`src/rtl/sobel_window_gen_if.sv`:
```
// sobel_window_gen_if: pixel-in / window-out handshake bundle for the Sobel window generator.
interface sobel_window_gen_if;
  logic [7:0]  pix_in;
  logic        pix_valid;
  logic        pix_sof;
  logic        pix_ready;
  logic [71:0] win_out;
  logic        win_valid;
  logic        win_ready;
  logic        frame_done;
  modport slave (
    input  pix_in, pix_valid, pix_sof, win_ready,
    output pix_ready, win_out, win_valid, frame_done
  );
  modport master (
    output pix_in, pix_valid, pix_sof, win_ready,
    input  pix_ready, win_out, win_valid, frame_done
  );
endinterface

```
`src/rtl/sobel_window_gen.sv`:
```
// sobel_window_gen: two line buffers plus a 3-column shift window, emitting a 3x3 neighbourhood
// for every interior pixel of a raster stream.
module sobel_window_gen #(
  parameter int IMG_W = 64,
  parameter int IMG_H = 64,
  parameter int CW    = 7,
  parameter int RW    = 7
) (
  input logic               clk,
  input logic               reset,
  sobel_window_gen_if.slave bus
);
  localparam int AW = $clog2(IMG_W);
  typedef enum logic {FILL, RUN} state_t;
  state_t        state_q;
  logic [CW-1:0] col_q, col_d, pcol;
  logic [RW-1:0] row_q, row_d, prow;
  logic [7:0]    lb_top [IMG_W];
  logic [7:0]    lb_mid [IMG_W];
  logic [7:0]    top, mid;
  logic [23:0]   c0_q, c1_q, c2_q;
  logic [71:0]   win_q;
  logic          valid_q, fd_q;
  logic          acc, last_col, last_row, emit;
  assign bus.pix_ready  = !valid_q | bus.win_ready;
  assign bus.win_out    = win_q;
  assign bus.win_valid  = valid_q;
  assign bus.frame_done = fd_q;
  assign acc      = bus.pix_valid & bus.pix_ready;
  // A start-of-frame pixel is (0,0) whatever the counters say.
  assign pcol     = bus.pix_sof ? '0 : col_q;
  assign prow     = bus.pix_sof ? '0 : row_q;
  assign last_col = pcol == CW'(IMG_W - 1);
  assign last_row = prow == RW'(IMG_H - 1);
  assign col_d    = last_col ? '0 : pcol + CW'(1);
  assign row_d    = last_col ? (last_row ? '0 : prow + RW'(1)) : prow;
  assign top      = lb_top[pcol[AW-1:0]];
  assign mid      = lb_mid[pcol[AW-1:0]];
  // RUN already implies row>=2 for the current pixel unless sof just forced it back to row 0.
  assign emit     = acc & (state_q == RUN) & !bus.pix_sof & (pcol >= CW'(2));
  always_ff @(posedge clk) begin
    if (acc) begin
      lb_top[pcol[AW-1:0]] <= mid;
      lb_mid[pcol[AW-1:0]] <= bus.pix_in;
    end
  end
  always_ff @(posedge clk or negedge reset) begin
    if (!reset) begin
      state_q <= FILL;
      col_q   <= '0;
      row_q   <= '0;
      c0_q    <= '0;
      c1_q    <= '0;
      c2_q    <= '0;
      win_q   <= '0;
      valid_q <= 1'b0;
      fd_q    <= 1'b0;
    end else begin
      fd_q    <= acc & last_col & last_row;
      valid_q <= emit ? 1'b1 : (bus.win_ready ? 1'b0 : valid_q);
      if (emit) win_q <= {c1_q, c2_q, top, mid, bus.pix_in};
      if (acc) begin
        col_q   <= col_d;
        row_q   <= row_d;
        state_q <= (row_d >= RW'(2)) ? RUN : FILL;
        c0_q    <= c1_q;
        c1_q    <= c2_q;
        c2_q    <= {top, mid, bus.pix_in};
      end
    end
  end
endmodule
```
`src/flat_wrapper.sv`:
```
// flat-port wrapper written by rule: the top's interface ports become plain ports
module sobel_window_gen_flat 
#(
  parameter int IMG_W = 64,
  parameter int IMG_H = 64,
  parameter int CW    = 7,
  parameter int RW    = 7
)
  (clk, reset, bus_pix_in, bus_pix_valid, bus_pix_sof, bus_win_ready, bus_pix_ready, bus_win_out, bus_win_valid, bus_frame_done);
  sobel_window_gen_if bus_i ();
  input logic clk;
  input logic reset;
  input wire logic [$bits(bus_i.pix_in)-1:0] bus_pix_in;
  input wire logic [$bits(bus_i.pix_valid)-1:0] bus_pix_valid;
  input wire logic [$bits(bus_i.pix_sof)-1:0] bus_pix_sof;
  input wire logic [$bits(bus_i.win_ready)-1:0] bus_win_ready;
  output wire logic [$bits(bus_i.pix_ready)-1:0] bus_pix_ready;
  output wire logic [$bits(bus_i.win_out)-1:0] bus_win_out;
  output wire logic [$bits(bus_i.win_valid)-1:0] bus_win_valid;
  output wire logic [$bits(bus_i.frame_done)-1:0] bus_frame_done;
  assign bus_i.pix_in = bus_pix_in;
  assign bus_i.pix_valid = bus_pix_valid;
  assign bus_i.pix_sof = bus_pix_sof;
  assign bus_i.win_ready = bus_win_ready;
  assign bus_pix_ready = bus_i.pix_ready;
  assign bus_win_out = bus_i.win_out;
  assign bus_win_valid = bus_i.win_valid;
  assign bus_frame_done = bus_i.frame_done;
  sobel_window_gen #(.IMG_W(IMG_W), .IMG_H(IMG_H), .CW(CW), .RW(RW)) u_core (.clk(clk), .reset(reset), .bus(bus_i));
endmodule
```
`config.mk`:
```
export PLATFORM = sky130hd
export DESIGN_NAME = sobel_window_gen_flat
export DESIGN_NICKNAME = d
export VERILOG_FILES = /design/src/rtl/sobel_window_gen_if.sv /design/src/rtl/sobel_window_gen.sv /design/src/flat_wrapper.sv
export SDC_FILE = /design/constraint.sdc
export NUM_CORES = 1
export LEC_CHECK = 0
export ABC_CLOCK_PERIOD_IN_PS = 4600
export CAP_MARGIN = 20
export CORE_UTILIZATION = 50
export CTS_BUF_LIST = sky130_fd_sc_hd__clkbuf_2
export DETAILED_ROUTE_END_ITERATION = 7
export GPL_TIMING_DRIVEN = 1
export PLACE_DENSITY = 0.66
export SLEW_MARGIN = 20
export SYNTH_ARGS = -nofsm -noshare
export SYNTH_HDL_FRONTEND = slang
export SYNTH_SLANG_ARGS = --single-unit
```
`constraint.sdc`:
```
create_clock -name clk -period 4.6 [get_ports clk]
set_clock_uncertainty 0.2 [all_clocks]
set_input_delay 0.46 -clock clk [delete_from_list [all_inputs] [get_ports clk]]
set_output_delay 0.46 -clock clk [all_outputs]
set_load 0.05 [all_outputs]
```
==> results.toml <==
[floorplan]
ios = 88
coreArea_um2 = 90420
placementRows = 110
start_util = 0.5067
fp.dieW_um = 304.7
die_h_um = 304.7
dieArea_um2 = 92850

[critical_path]
worstPathArrival_ps = 5740
crit_fanout = 42
regToRegStartpoint = "u_core.col_q[2]"
path_class = "register to register"
worstSetupStartpointType = "register"
rr_worst_depth = 10
crit_required_ps = 5760
r2r-end = "u_core.bus.win_out[11]"
critPathCaptureType = "register"
crit_start = "u_core.col_q[2]"
r2r_slack_ps = 30
cp-endpoint = "u_core.bus.win_out[11]"

[power_and_ir_drop]
power.density_nw_per_um2 = 477.2
leakage_nw = 18.76
ir_worst_vdd_uv = 220.1

[global_routing]
gr-total-overflow = 0
first_global_vias = 28767
grt_start_max_net_pins = 94
grt_pass1_wl_um = 204100
grt_antenna_before_repair = 4
grtUsageTotal = 0.3084

[cts]
cts-buffers-inserted = 306
path_clk_slew_ps = 110
clock_sink_count = 1161
ctsHoldBuffers = 33
h-tree-depth = 5
post-cts-setup-buffers = 0
clock_latency_ps = 1520
cts_resized = 0
cts_tree = "built"
cts_root_buffer = "clkbuf_2"
cts.path.max_buffers = 4

[sta]
drv_slew = 0
fmax_ghz = 0.2187
tns_ps = 0
setup_viol = 0
relSlewSlack = 0.1554
min_period_ps = 4572
period_share = 0.9939
rsz0062_at_grt = "false"
worst-slew-pin-transition_ps = 1235
hold_viol_final = 0

[route]
met1_length_um = 56180
drc_errors = 0
routed.top_layer = "met5"
routed_wl_um = 143300
drt_iter0_markers = 3957
viasPerCell = 6.292
vias = 29190
post_drt_wl_per_cell_um = 30.90
ant_nets = 0
wl_met2_um = 64710
drtPass1Iterations = 7
met3WireLength_um = 16270

[logic_synthesis]
synth_ff_type = "edfxtp_1"
synth_fp_nets = 2798
ys_ff_latch = 1161
synth_top_area_share = 0.6711
synth_edf_count = 1024
yosys_warnings = 0
syn_inst = 2782
synth-seq-area-share = 0.7459
synth_top_area_cell = "edfxtp_1"
async_flop_share = 0.1180
synth_area_um2 = 45820
netlist_top_cells_area = "edfxtp_1, dfrtp_1, mux2i_1"
yosysUniqueCellTypes = 77
synth.avg_cell_area_um2 = 16.47

[place]
place.gp.congestion = 0.9698
hpwlAfterDp_um = 89700
portBuffers = 87

[min_path]
min_path_cells = 6
min_path_type = "primary input to register"

[job]
drv_cap = 0

[finish]
drive_gt1_frac = 0.2554
fillers = 6979
nets = 3290
fin_util = 0.5781
areaGrowthSynthToFinish_pct = 14.09

[run_status]
status = "complete, no violations"
==> registers in the layout (all words and copies together) (netlist names) <==
name / count
u_core.bus.frame_done: 1
u_core.bus.win_out: 72
u_core.bus.win_valid: 1
u_core.c1_q: 24
u_core.c2_q: 24
u_core.col_q: 7
u_core.lb_mid: 512
u_core.lb_top: 512
u_core.row_q: 7
u_core.state_q: 1
==> cell type report <==
| class | count | area (um^2) | area share |
|---|---|---|---|
| clock buffers | 437 | 2187 | 0.04184 |
| diodes | 2 | 5.005 | 0.00009574 |
| clock inverters | 58 | 301.5 | 0.005768 |
| flip-flops and latches | 1161 | 34190 | 0.6540 |
| repair buffers | 374 | 3377 | 0.06460 |
| multi-input cells | 1422 | 10710 | 0.2049 |
| well taps | 1176 | 1471 | 0.02815 |
| inverters | 9 | 33.78 | 0.0006462 |
==> layout by cell type (no fill, tap or decap), drive strengths merged, types with 30 or more instances in the layout <==
cell type         n
edfxtp         1024
clkbuf          437
buf             271
mux2i           250
nand2           164
dfrtp           137
mux2            122
nor2            114
o21ai           103
clkdlybuf4s50    77
o22ai            57
a21oi            53
clkinv           49
o2bb2ai          42
a22oi            35
nand3b           34
a221oi           33
a2111oi          30
==> critical path, cell delays in order, from the launching register on <==
cell	delay [ps]
dfrtp_4	650
or3b_4	610
buf_12	250
buf_4	200
o22a_1	180
a41oi_1	100
buf_4	190
a2111oi_0	1050
nand4_1	310
buf_4	360
mux2_2	320
==> metrics by stage <==
| stage | instances | hold slack, ps | setup slack (ps) | cell area (um^2) | power [mW] |
|---|---|---|---|---|---|
| 5_1_grt | 4638 | 190.9 | 72.46 | 52270 | 25.87 |
| 3_5_place_dp | 4109 | 259.7 | 59.70 | 49400 | 18.43 |
| 6_report | 4639 | 244.9 | 27.86 | 52280 | 24.95 |
| 2_1_floorplan | 2782 | -35.59 | 569.6 | 45820 | 16.02 |
| 3_3_place_gp | 4109 | 255.2 | 91.77 | 49400 | 18.31 |
| 4_1_cts | 4637 | 85.69 | 213.0 | 52280 | 25.03 |
==> how the worst min path moves through the flow <==
stage	endpoint	start	slack [ps]
3_5_place_dp	u_core.c1_q[18]	u_core.c1_q[18]	260
6_report	u_core.col_q[0]	bus_pix_sof	240
5_1_grt	u_core.col_q[0]	bus_pix_sof	190
3_3_place_gp	u_core.c1_q[7]	u_core.c1_q[7]	260
2_1_floorplan	u_core.bus.frame_done	reset	-40
4_1_cts	u_core.col_q[0]	bus_pix_sof	90
==> cell families after synthesis <==
kind of cell | Yosys count | share of synthesized area
xor gates and xnor gates | 1 | 0.0001912
buffers and inverters | 199 | 0.02119
DFF | 1161 | 0.7459
and+or+nand+nor | 486 | 0.05421
AOI/OAI and AO/OA | 549 | 0.08757
adders and majority gates | 3 | 0.0008193
muxes | 383 | 0.09009
==> power by group <==
group	total, mW	switching (mW)	internal, mW	leakage [nW]
Clock	6.67	4.00	2.67	1.97
Sequential	12.7	0.356	12.3	10.9
Combinational	5.62	3.74	1.88	5.86
Total	24.9	8.09	16.9	18.8
==> synth_stat cells (all sizes together) (9+ instances only) <==
cell type and n:
a2111oi 30, a211oi 26, a21oi 53, a221oi 33
a222oi 15, a22o 17, a22oi 35, a31oi 14
a41oi 9, and2 12, and3b 26, buf 109
clkbuf 81, dfrtp 137, edfxtp 1024, mux2 122
mux2i 250, mux4 11, nand2 164, nand2b 26
nand3 18, nand3b 34, nand4 11, nor2 114
nor2b 17, nor3 10, o211ai 11, o21ai 103
o221ai 13, o22a 21, o22ai 57, o2bb2ai 42
or3 13
==> metal layers <==
metal	global-route usage	vias up
li1	-	12191
met1	0.4249	14641
met2	0.4607	2064
met3	0.07837	292
met4	0.1463	2
met5	0	-
Note: power is estimated with default switching activity, not from simulation.
